==> src/rtl/serial_add_sub_pkg.sv <==
// Shared types, constants and helpers for the bit-serial adder/subtractor.
package serial_add_sub_pkg;

  typedef enum logic [1:0] {
    StIdle = 2'd0,
    StRun  = 2'd1,
    StDone = 2'd2
  } state_e;

  localparam logic OP_ADD = 1'b0;
  localparam logic OP_SUB = 1'b1;

  // Signed saturation value for an nbit-wide result.
  // sign=0 gives the largest positive value; sign=1 gives the most negative value.
  // Only the low nbit bits are meaningful.
  function automatic logic [63:0] sat_value(input logic sign, input int unsigned nbit);
    logic [63:0] v;
    v = '0;
    for (int unsigned i = 0; i < 64; i++) begin
      if (i + 1 < nbit) begin
        v[i] = ~sign;
      end else if (i + 1 == nbit) begin
        v[i] = sign;
      end
    end
    return v;
  endfunction

endpackage

==> src/rtl/full_adder_cell.sv <==
// Single-bit combinational full adder shared by every bit of a serial operation.
module full_adder_cell (
  input  logic a_i,
  input  logic b_i,
  input  logic c_i,
  output logic s_o,
  output logic c_o
);

  assign s_o = a_i ^ b_i ^ c_i;
  assign c_o = (a_i & b_i) | (a_i & c_i) | (b_i & c_i);

endmodule

==> src/rtl/serial_add_sub.sv <==
// Bit-serial adder/subtractor: one bit per clock, LSB first, through a single full adder.
// Results, carry and overflow are published only when an operation completes.
// Optional macro SERIAL_ADD_SUB_SAT_EN saturates the result on signed overflow.
module serial_add_sub
  import serial_add_sub_pkg::*;
#(
  parameter int unsigned NBIT = 10
) (
  input  logic            clk_i,
  input  logic            rst_ni,
  input  logic            start_i,
  input  logic            sub_i,
  input  logic [NBIT-1:0] operand_a_i,
  input  logic [NBIT-1:0] operand_b_i,
  output logic            busy_o,
  output logic            done_o,
  output logic [NBIT-1:0] result_o,
  output logic            carry_o,
  output logic            overflow_o
);

  localparam int unsigned CNT_W = $clog2(NBIT + 1);
  localparam logic [CNT_W-1:0] LastCnt = CNT_W'(NBIT - 1);

  state_e            state_q;
  logic [NBIT-1:0]   a_q;
  logic [NBIT-1:0]   b_q;
  logic              c_q;
  logic [CNT_W-1:0]  cnt_q;
  // Holds the NBIT-1 sum bits produced so far; the last bit joins it at completion.
  logic [NBIT-2:0]   acc_q;
  logic [NBIT-2:0]   acc_d;
  logic [NBIT-1:0]   res_d;
  logic [NBIT-1:0]   result_q;
  logic              carry_q;
  logic              ovf_q;
  logic              busy_q;
  logic              done_q;
`ifdef SERIAL_ADD_SUB_SAT_EN
  logic              sign_a_q;
  logic [63:0]       sat_full;
`endif

  logic sum_bit;
  logic carry_out;

  full_adder_cell u_fa (
    .a_i (a_q[0]),
    .b_i (b_q[0]),
    .c_i (c_q),
    .s_o (sum_bit),
    .c_o (carry_out)
  );

  // Next partial accumulator and the completed result (optionally saturated).
  always_comb begin
    acc_d = {sum_bit, acc_q[NBIT-2:1]};
    res_d = {sum_bit, acc_q};
`ifdef SERIAL_ADD_SUB_SAT_EN
    sat_full = sat_value(sign_a_q, NBIT);
    if (c_q ^ carry_out) begin
      res_d = sat_full[NBIT-1:0];
    end
`endif
  end

  // Sequencer: latch operands, shift one bit per cycle, publish flags at the last bit.
  always_ff @(posedge clk_i or negedge rst_ni) begin
    if (!rst_ni) begin
      state_q  <= StIdle;
      a_q      <= '0;
      b_q      <= '0;
      c_q      <= 1'b0;
      cnt_q    <= '0;
      acc_q    <= '0;
      result_q <= '0;
      carry_q  <= 1'b0;
      ovf_q    <= 1'b0;
      busy_q   <= 1'b0;
      done_q   <= 1'b0;
`ifdef SERIAL_ADD_SUB_SAT_EN
      sign_a_q <= 1'b0;
`endif
    end else begin
      unique case (state_q)
        StIdle: begin
          done_q <= 1'b0;
          if (start_i) begin
            a_q     <= operand_a_i;
            // Subtract as a + ~b + 1: invert b here, seed the carry with 1.
            b_q     <= (sub_i == OP_SUB) ? ~operand_b_i : operand_b_i;
            c_q     <= sub_i;
            cnt_q   <= '0;
            busy_q  <= 1'b1;
            state_q <= StRun;
`ifdef SERIAL_ADD_SUB_SAT_EN
            sign_a_q <= operand_a_i[NBIT-1];
`endif
          end
        end
        StRun: begin
          a_q   <= {1'b0, a_q[NBIT-1:1]};
          b_q   <= {1'b0, b_q[NBIT-1:1]};
          c_q   <= carry_out;
          acc_q <= acc_d;
          cnt_q <= cnt_q + CNT_W'(1);
          if (cnt_q == LastCnt) begin
            result_q <= res_d;
            carry_q  <= carry_out;
            // Carry into the MSB differing from carry out of it means signed overflow.
            ovf_q    <= c_q ^ carry_out;
            busy_q   <= 1'b0;
            done_q   <= 1'b1;
            state_q  <= StDone;
          end
        end
        StDone: begin
          done_q  <= 1'b0;
          state_q <= StIdle;
        end
        default: begin
          busy_q  <= 1'b0;
          done_q  <= 1'b0;
          state_q <= StIdle;
        end
      endcase
    end
  end

  assign busy_o     = busy_q;
  assign done_o     = done_q;
  assign result_o   = result_q;
  assign carry_o    = carry_q;
  assign overflow_o = ovf_q;

endmodule

==> config.mk <==
export PLATFORM = sky130hd
export DESIGN_NAME = serial_add_sub
export DESIGN_NICKNAME = d
export VERILOG_FILES = /design/src/rtl/serial_add_sub_pkg.sv /design/src/rtl/full_adder_cell.sv /design/src/rtl/serial_add_sub.sv
export SDC_FILE = /design/constraint.sdc
export NUM_CORES = 1
export LEC_CHECK = 0
export ABC_CLOCK_PERIOD_IN_PS = 3100
export BUFFER_PORTS_ARGS = -buffer_cell sky130_fd_sc_hd__buf_2
export CAP_MARGIN = 40
export CELL_PAD_IN_SITES_DETAIL_PLACEMENT = 1
export CELL_PAD_IN_SITES_GLOBAL_PLACEMENT = 1
export CORE_MARGIN = 2
export CORE_UTILIZATION = 40
export CTS_BUF_LIST = sky130_fd_sc_hd__clkbuf_4
export DETAILED_ROUTE_END_ITERATION = 8
export PLACE_DENSITY = 0.73
export SYNTH_ARGS = -nofsm -noshare
export SYNTH_HDL_FRONTEND = slang
export SYNTH_SLANG_ARGS = --single-unit
==> constraint.sdc <==
create_clock -name clk_i -period 3.1 [get_ports clk_i]
set_clock_uncertainty 0.15 [all_clocks]
set_input_delay 0.31 -clock clk_i [delete_from_list [all_inputs] [get_ports clk_i]]
set_output_delay 0.31 -clock clk_i [all_outputs]
set_load 0.02 [all_outputs]
# ---- After elaboration in Yosys (flattened, before gate mapping)
# Cells that the tools add are included.
# W data, S select, Z words.
dict set report totals {
  out_inout_bits 14
  elab_cells 50
  reg_bits 50
  input_bits 24
}
dict set report op_classes {
  n_eq_ne 5
  n_mux 17
  add_sub_neg 1
  reduce_logical 6
  n_bitwise 10
}
# cell n
set ops {}
lappend ops {{$pmux W10 S2} 2}
lappend ops {{$mux W10} 3}
lappend ops {{$not A10 Y10} 1}
lappend ops {{$pmux W4 S2} 1}
lappend ops {{$reduce_and A2 Y1} 3}
lappend ops {{$mux W1} 5}
lappend ops {{$add A4 B1 Y4 const B} 1}
lappend ops {{$eq A4 B4 Y1 const B} 1}
lappend ops {{$mux W2} 2}
lappend ops {{$mux W4} 1}
lappend ops {{$ne A2 B2 Y1 const B} 2}
lappend ops {{$pmux W2 S2} 1}
lappend ops {{$and A1 B1 Y1} 3}
lappend ops {{$pmux W1 S3} 1}
lappend ops {{$reduce_and A3 Y1} 1}
lappend ops {{$xor A1 B1 Y1} 3}
lappend ops {{$eq A2 B1 Y1 const B} 1}
lappend ops {{$eq A2 B2 Y1 const B} 1}
lappend ops {{$logic_not A2 Y1} 1}
lappend ops {{$or A1 B1 Y1} 2}
lappend ops {{$pmux W1 S2} 1}
lappend ops {{$reduce_bool A2 Y1} 1}
lappend ops {{$not A1 Y1} 1}

# ---- Logic depth before layout (Yosys ltp)
# Gate-level depths: netlist (run 1).
dict set report logic_depth {
  depth_word 4
  mapped_depth 6
  depth_no_buf 5
}

# ---- By module
# Synthesis (run 1) repeated with hierarchy kept, for this count alone.
dict set report hier_totals {
  cells_unflattened 221
  area_unflattened_um2 2371.0
}
# mod instances cells_per_inst area_per_inst_um2 seq_area_each_um2
set by_module_without_submodules {}
lappend by_module_without_submodules {serial_add_sub 1 220 2351.0 1251.2}
lappend by_module_without_submodules {full_adder_cell 1 1 20.0 0.0}

# ---- Worst setup path before layout (run 1)
# Ideal clock, no wire load.
dict set report synth_path {
  path_type {flip-flop to flip-flop}
  start {reg cnt_q[1]}
  end {reg carry_q, in the netlist carry_o}
  setup_ns 0.125
  synth_period_minus_slack_ns 1.582
  path_buffers 1
  stages_incl_launch_ff 7
  slack_ns 1.518
  required_ns 2.825
  t_arrival_ns 1.307
  path_cell_list {dfrtp_1 -> inv_1 -> ha_1 -> nand3b_1 -> nor2_4 -> buf_8 -> mux2_4}
}
dict set report synth_between {
  elab_chain_cells 2
}
# element line_no
set synth_lines {}
lappend synth_lines {{from (decl)} serial_add_sub.sv:29} ;# logic [CNT_W-1:0] cnt_q;
lappend synth_lines {{from (signal assigned)} serial_add_sub.sv:106} ;# cnt_q <= cnt_q + CNT_W'(1);
lappend synth_lines {{$eq A4 B4 Y1} serial_add_sub.sv:107} ;# if (cnt_q == LastCnt) begin
lappend synth_lines {{$reduce_and A2 Y1 (no source line)} --}
lappend synth_lines {{to (signal assigned)} serial_add_sub.sv:109} ;# carry_q <= carry_out;
lappend synth_lines {{to (decl)} serial_add_sub.sv:35} ;# logic carry_q;
# Every way passes these cells.
# A chain may end at the register's enable or synchronous reset.

# ---- Worst setup path in the final report (run 1)
dict set report layout_path {
  start {reg state_q[1]}
  end {reg result_q[6], in the netlist result_o[6]}
}
dict set report layout_between {
  elab_chain_cells 2
}
# element line_no
set layout_lines {}
lappend layout_lines {{from (decl)} serial_add_sub.sv:25} ;# state_e state_q;
lappend layout_lines {{from (signal assigned)} serial_add_sub.sv:70} ;# state_q <= StIdle;
lappend layout_lines {{from (signal assigned)} serial_add_sub.sv:95} ;# state_q <= StRun;
lappend layout_lines {{from (signal assigned)} serial_add_sub.sv:114} ;# state_q <= StDone;
lappend layout_lines {{$eq A2 B1 Y1} serial_add_sub.sv:85} ;# unique case (state_q)
lappend layout_lines {{$reduce_and A2 Y1 (no source line)} --}
lappend layout_lines {{to (signal assigned)} serial_add_sub.sv:108} ;# result_q <= res_d;
lappend layout_lines {{to (decl)} serial_add_sub.sv:34} ;# logic [NBIT-1:0] result_q;
# Every way passes these cells.

==> reports/metrics.cfg, run 1 <==
[drt]
drt_drc_violations_left = 0
ant_nets = 0
first_iter_violations = 80
viasPerCell = 5.01
routed_wl_um = 4510
wire_per_inst_um = 14.4
vias = 1564
firstDrtPassIters = 4

[setup_path]
start_kind = flop
startpoint = state_q[1]
crit_path_end_kind = flop
cp_top_family = simple AND/OR/NAND/NOR gates
path_depth = 4
r2r_slack_ns = 1.07
slowest_delay_ns = 0.47
critPathKind = flop to flop
crit_chain = buf_4 -> nand2b_2 -> nor2_4 -> mux2_2
cpMaxStageDelayCell = nor2_4
crit-reg2reg-launch = state_q[1]
worstPathMaxFanout = 22
arrival_ns = 2.15
required_ns = 3.21
timing.rr.end = result_o[6]
reg2reg_depth = 4
crit_buf_inv = 1
endpoint = result_o[6]

[timing]
period_minus_slack_ns = 2.03
hold_viol_final = 0
setup_viol = 0
grt_setup_unrepaired = false
fmax_mhz = 492
max_slew_margin = 0.506
tns_ns = 0
slew_violations = 0
worst_slew_pin_slew_ns = 0.739
period_share = 0.656

[clocking]
cts-buffers-inserted = 5
clkLatencyLatePin_ns = 0.35
clk_pin_slew_worst_paths_ns = 0.14
cts_buffer_depth = 2
cts_root_buf = clkbuf_4
cts_setup_buffers = 0
cts_tree = yes
htreeDepth = 2
cts.sinks = 50

[global_routing]
grt_pass1_wl_um = 7890
grt_max_degree = 28
track_usage = 0.159
overflow = 0
grt_pass1_vias = 1654
antenna_found_initial = 0

[logic_synthesis]
synth.cell_area_um2 = 2260
synth.distinct_cells = 31
yosysSeqAreaShare = 0.555
syn-mean-instance-area_um2 = 11.2
syn_inst = 202
synth_warnings = 0
ys_ff_latch = 50
syn_nets = 229

[die]
die_height_um = 79.1
io_pins = 38
die_area_um2 = 6260
row_count = 27
initial_utilization = 0.412
core_region_area_um2 = 5470
fp.dieW_um = 79.1

[placed_design]
dp_hpwl_um = 3170
dpl_cell_area_um2 = 2480
port_buffers = 37
place.gp.congestion = 0.721

[final_layout]
nets = 266
postLayoutCoreUtil = 0.470
postLayoutCellArea_um2 = 2570
n_antenna_cell = 0
mostFrequentLayoutCells = dfrtp_1 (50), nand2_1 (47), buf_2 (37), o21ai_0 (14), xnor2_1 (11)
drive_gt1_frac = 0.292
n_fill_cell = 634
area_growth_pct = 14.0
layout.cells.most_common = dfrtp_1

[power_and_ir_drop]
power_density_nw_per_um2 = 960
peakVddDrop_v = 0.000300
finalPower_w = 0.00247
leakage_nw = 1.24

[hold_path]
hold_path.class = input pin to flop

[status]
status = finished, final reports clean

[job]
cap_violations = 0

-- power breakdown --
group | internal [W] | switching (W) | total [W]
combinational | 0.000438 | 0.000534 | 0.000971
sequential | 0.000930 | 0.000200 | 0.00113
clock | 0.000167 | 0.000201 | 0.000368
-- worst reg2reg max path, stage by stage (launching register included) --
cell      delay, ns
dfrtp_1        0.39
buf_4          0.20
nand2b_2       0.33
nor2_4         0.47
mux2_2         0.40
-- cell usage after synthesis, drive strengths merged --
cell type  instances  area share
a21oi              4      0.0089
o21bai             1      0.0050
nand3              3      0.0067
ha                 2       0.011
clkbuf             2      0.0033
o211ai             4       0.013
nor2b              2      0.0089
or3b               1      0.0039
nand3b             5       0.017
xnor2             11       0.043
a22oi             10       0.033
dfrtp             50        0.55
and3b              1      0.0039
nor2               9       0.018
a22o               1      0.0039
o22ai              1      0.0028
fa                 1      0.0089
nand2b             1      0.0039
inv                3      0.0050
buf               10       0.031
a2bb2oi            1      0.0039
or3                1      0.0028
o21ai             14       0.031
mux2              12       0.073
nand2             47       0.078
a221o              5       0.025
-- how the worst min path moves through the flow --
| stage | slack (ns) | end | start | cells after the start |
|---|---|---|---|---|
| after floorplan | -0.14 | a_q[0] | rst_ni | 0 |
| after global routing | 0.08 | b_q[9] | operand_b_i[9] | 3 |
| after detailed placement | 0.18 | done_o | rst_ni | 1 |
| after global placement | 0.17 | cnt_q[1] | rst_ni | 1 |
| after CTS | 0.06 | b_q[9] | operand_b_i[9] | 3 |
| final | 0.07 | b_q[9] | operand_b_i[9] | 3 |
-- cell families after synthesis --
family	Yosys count	synth area share
flip-flops	50	0.555
AO/OA/AOI/OAI	41	0.127
AND/OR/NAND/NOR	70	0.143
adder cells (fa/ha/maj)	3	0.0200
XOR/XNOR	11	0.0427
buffers and inverters	15	0.0394
multiplexers	12	0.0732
-- flip-flops by register name (all words and copies together), names as in the netlist --
register	count
overflow_o	1
cnt_q	4
c_q	1
result_o	10
b_q	10
busy_o	1
state_q	2
a_q	10
acc_q	9
done_o	1
carry_o	1
-- what timing repair did --
item | 4_1_cts | 5_1_grt
resized for setup | 0 | 0
endpoints found under the hold margin | 23 | 0
hold buffers | 1 | 0
-- layer usage --
metal	track usage	up-vias	wire length, µm
met4	0.0362	0	49
met2	0.269	33	2130
met3	0.0375	6	179
met1	0.208	761	2140
li1	-	764	-
met5	0	-	0
-- stage by stage --
| stage | hold WS [ns] | instances | setup slack [ns] |
|---|---|---|---|
| after floorplan | -0.136 | 202 | 1.52 |
| after global placement | 0.173 | 303 | 1.11 |
| after detailed placement | 0.180 | 303 | 1.07 |
| after CTS | 0.0600 | 312 | 1.04 |
| after global routing | 0.0795 | 312 | 0.962 |
| final | 0.0748 | 312 | 1.07 |
-- layout make-up --
class                   count  area, µm²  share of cell area
flip-flops and latches     50       1250               0.487
multi-input cells         137        916               0.356
repair buffers             42        225              0.0876
well taps                  72       90.1              0.0350
clock inverters             3       40.0              0.0156
clock buffers               5       37.5              0.0146
inverters                   3       11.3             0.00438
Power figures use the tool's default switching activity.
==> run 2: changes to the inputs <==
--- a/config.mk
+++ b/config.mk
@@ -5,7 +5,7 @@
 export SDC_FILE = /design/constraint.sdc
 export NUM_CORES = 1
 export LEC_CHECK = 0
-export ABC_CLOCK_PERIOD_IN_PS = 3100
+export ABC_CLOCK_PERIOD_IN_PS = 1900
 export BUFFER_PORTS_ARGS = -buffer_cell sky130_fd_sc_hd__buf_2
 export CAP_MARGIN = 40
 export CELL_PAD_IN_SITES_DETAIL_PLACEMENT = 1
==> constraint.sdc (replaced) <==
create_clock -name clk_i -period 1.9 [get_ports clk_i]
set_clock_uncertainty 0.15 [all_clocks]
set_input_delay 0.19 -clock clk_i [delete_from_list [all_inputs] [get_ports clk_i]]
set_output_delay 0.19 -clock clk_i [all_outputs]
set_load 0.02 [all_outputs]
==> run 2 against run 1 <==
Net effect: worst setup slack got worse by 0.84 ns; register-to-register slack worse by 0.84 ns; sequential power grew 62%; sequential cell count stayed put; core utilization rose by 4.7 points; largest cell class unchanged; hold slack got worse by 0.066 ns; critical path type unchanged; combinational power up 77%; die area stayed put.
==> reports/metrics.cfg, run 2 (synthesis results as in run 1) <==
[drt]
first_iter_violations = 53  ; was 80
vias = 1682  ; was 1,564
routed_wl_um = 4870  ; was 4510 µm
firstDrtPassIters = 4  ; unchanged
ant_nets = 0  ; unchanged
wire_per_inst_um = 14.6  ; was 14.4 µm
viasPerCell = 5.04  ; was 5.01
drt_drc_violations_left = 0  ; unchanged

[global_routing]
grt_pass1_vias = 1853  ; was 1,654
grt_max_degree = 51  ; was 28
met2_usage = 0.305  ; was 0.269
gr-usage-met3 = 0.0375  ; unchanged
track_usage = 0.174  ; was 0.159
grtUsageMet1 = 0.217  ; was 0.208
antenna_found_initial = 0  ; unchanged
overflow = 0  ; unchanged
grt_pass1_wl_um = 8540  ; was 7890 µm
busiest_layer = met2  ; unchanged

[power_and_ir_drop]
peakVddDrop_v = 0.000611  ; was 0.000300 V
leakage_nw = 1.35  ; was 1.24 nW
power_density_nw_per_um2 = 1520  ; was 960 nW/µm²

[clocking]
cts_root_buf = clkbuf_4  ; unchanged
cts_buffer_depth = 2  ; unchanged
clk_pin_slew_worst_paths_ns = 0.15  ; was 0.14 ns
cts_tree = yes  ; unchanged
clkLatencyLatePin_ns = 0.38  ; was 0.35 ns
cts-buffers-inserted = 5  ; unchanged
cts.sinks = 50  ; unchanged
htreeDepth = 2  ; unchanged
cts_setup_buffers = 0  ; unchanged

[setup_path]
crit_path_end_kind = flop  ; unchanged
start_kind = flop  ; unchanged
crit_chain = inv_1 -> ha_1 -> nand3b_1 -> nor2_4 -> buf_12 -> mux2_2  ; was buf_4 -> nand2b_2 -> nor2_4 -> mux2_2
arrival_ns = 1.79  ; was 2.15 ns
crit_buf_inv = 2  ; was 1
slowest_delay_ns = 0.44  ; was 0.47 ns
required_ns = 2.03  ; was 3.21 ns
critPathKind = flop to flop  ; unchanged
r2r_slack_ns = 0.23  ; was 1.07 ns
cpMaxStageDelayCell = dfrtp_1  ; was nor2_4
cp_top_family = flip-flops  ; was simple AND/OR/NAND/NOR gates
worstPathMaxFanout = 13  ; was 22

[final_layout]
final_cells = 334  ; was 312
n_antenna_cell = 0  ; unchanged
mostFrequentLayoutCells = dfrtp_1 (50), nand2_1 (47), buf_2 (37), dlygate4sd3_1 (17), o21ai_0 (14)  ; was dfrtp_1 (50), nand2_1 (47), buf_2 (37), o21ai_0 (14), xnor2_1 (11)
n_fill_cell = 625  ; was 634
postLayoutCoreUtil = 0.517  ; was 0.470
drive_gt1_frac = 0.290  ; was 0.292
layout.cells.most_common = dfrtp_1  ; unchanged
postLayoutCellArea_um2 = 2830  ; was 2570 µm²
area_growth_pct = 25.5  ; was 14.0%
nets = 288  ; was 266

[die]
fp.dieW_um = 79.1  ; unchanged
die_area_um2 = 6260  ; unchanged
row_count = 27  ; unchanged
core_region_area_um2 = 5470  ; unchanged
die_height_um = 79.1  ; unchanged
initial_utilization = 0.412  ; unchanged
io_pins = 38  ; unchanged

[placed_design]
port_buffers = 37  ; unchanged
dp_hpwl_um = 3260  ; was 3170 µm
dpl.cell_count = 309  ; was 303
dpl_cell_area_um2 = 2550  ; was 2480 µm²
place.gp.congestion = 0.739  ; was 0.721

[timing]
fmax_mhz = 600  ; was 492 MHz
period_share = 0.878  ; was 0.656
slew_violations = 0  ; unchanged
holdWs_ns = 0.00890  ; was 0.0748 ns
max_slew_margin = 0.762  ; was 0.506
period_minus_slack_ns = 1.67  ; was 2.03 ns
hold_viol_final = 0  ; unchanged
tns_ns = 0  ; unchanged
setup_viol = 0  ; unchanged
grt_setup_unrepaired = false  ; unchanged
worst_slew_pin_slew_ns = 0.356  ; was 0.739 ns

[status]
status = finished, final reports clean  ; unchanged

[job]
cap_violations = 0  ; unchanged

[hold_path]
hold_path.class = input pin to flop  ; unchanged

[run 2: cell count changes in the layout (fill, tap and decap cells not counted), sizes merged]
cell	previous run	this run
bufinv	1	2
dlygate4sd3	1	17
buf	41	47
clkinv	2	1
[run 2: metal layers]
| metal | part of all wire | up-vias | routed length [µm] |
|---|---|---|---|
| li1 | - | 810 | - |
| met4 | 0.014 | 0 | 69 |
| met2 | 0.50 | 35 | 2430 |
| met3 | 0.034 | 9 | 165 |
| met1 | 0.45 | 828 | 2210 |
| met5 | 0 | - | 0 |
[run 2: area by class of cell]
class                      count  area, µm²  area share
clock buffer                   5       37.5      0.0133
multi-input combinational    137        916       0.324
sequential                    50       1250       0.442
tap                           72       90.1      0.0318
timing repair buffer          64        455       0.161
inverter                       3       11.3     0.00398
clock inverter                 3       68.8      0.0243
[run 2: final timing paths]
kind                                      from           to  depth (start not counted)
worst max-delay path                  cnt_q[1]  result_o[4]                          6
worst min-delay path            operand_b_i[2]       b_q[2]                          4
worst max register to register        cnt_q[1]  result_o[4]                          6
worst min register to register        acc_q[0]     acc_q[0]                          2
max in group asynchronous               rst_ni       b_q[8]                          3
min in group asynchronous               rst_ni  result_o[3]                          3
[run 2: repair_timing]
action                     CTS  global route
setup endpoints to repair    0             0
hold buffers                17             0
hold endpoints to repair    66             0
gates resized for setup      0             0
[run 2: report_power, final]
part	switching, W	total, W	internal [W]	leakage, nW
combinational	0.000915	0.00172	0.000806	0.651
clock	0.000354	0.000766	0.000412	0.0554
sequential	0.000310	0.00183	0.00152	0.644
[run 2: worst reg2reg max path, cell delays in order, from the launching register on]
cell	delay (ns)
dfrtp_1	0.44
inv_1	0.07
ha_1	0.15
nand3b_1	0.14
nor2_4	0.13
buf_12	0.16
mux2_2	0.34
[run 2: per-stage QoR]
step | power, W | setup WS, ns
2_1_floorplan | 0.00304 | 0.318
3_3_place_gp | 0.00350 | 0.288
3_5_place_dp | 0.00358 | 0.233
4_1_cts | 0.00438 | 0.208
5_1_grt | 0.00466 | 0.126
6_report | 0.00431 | 0.232
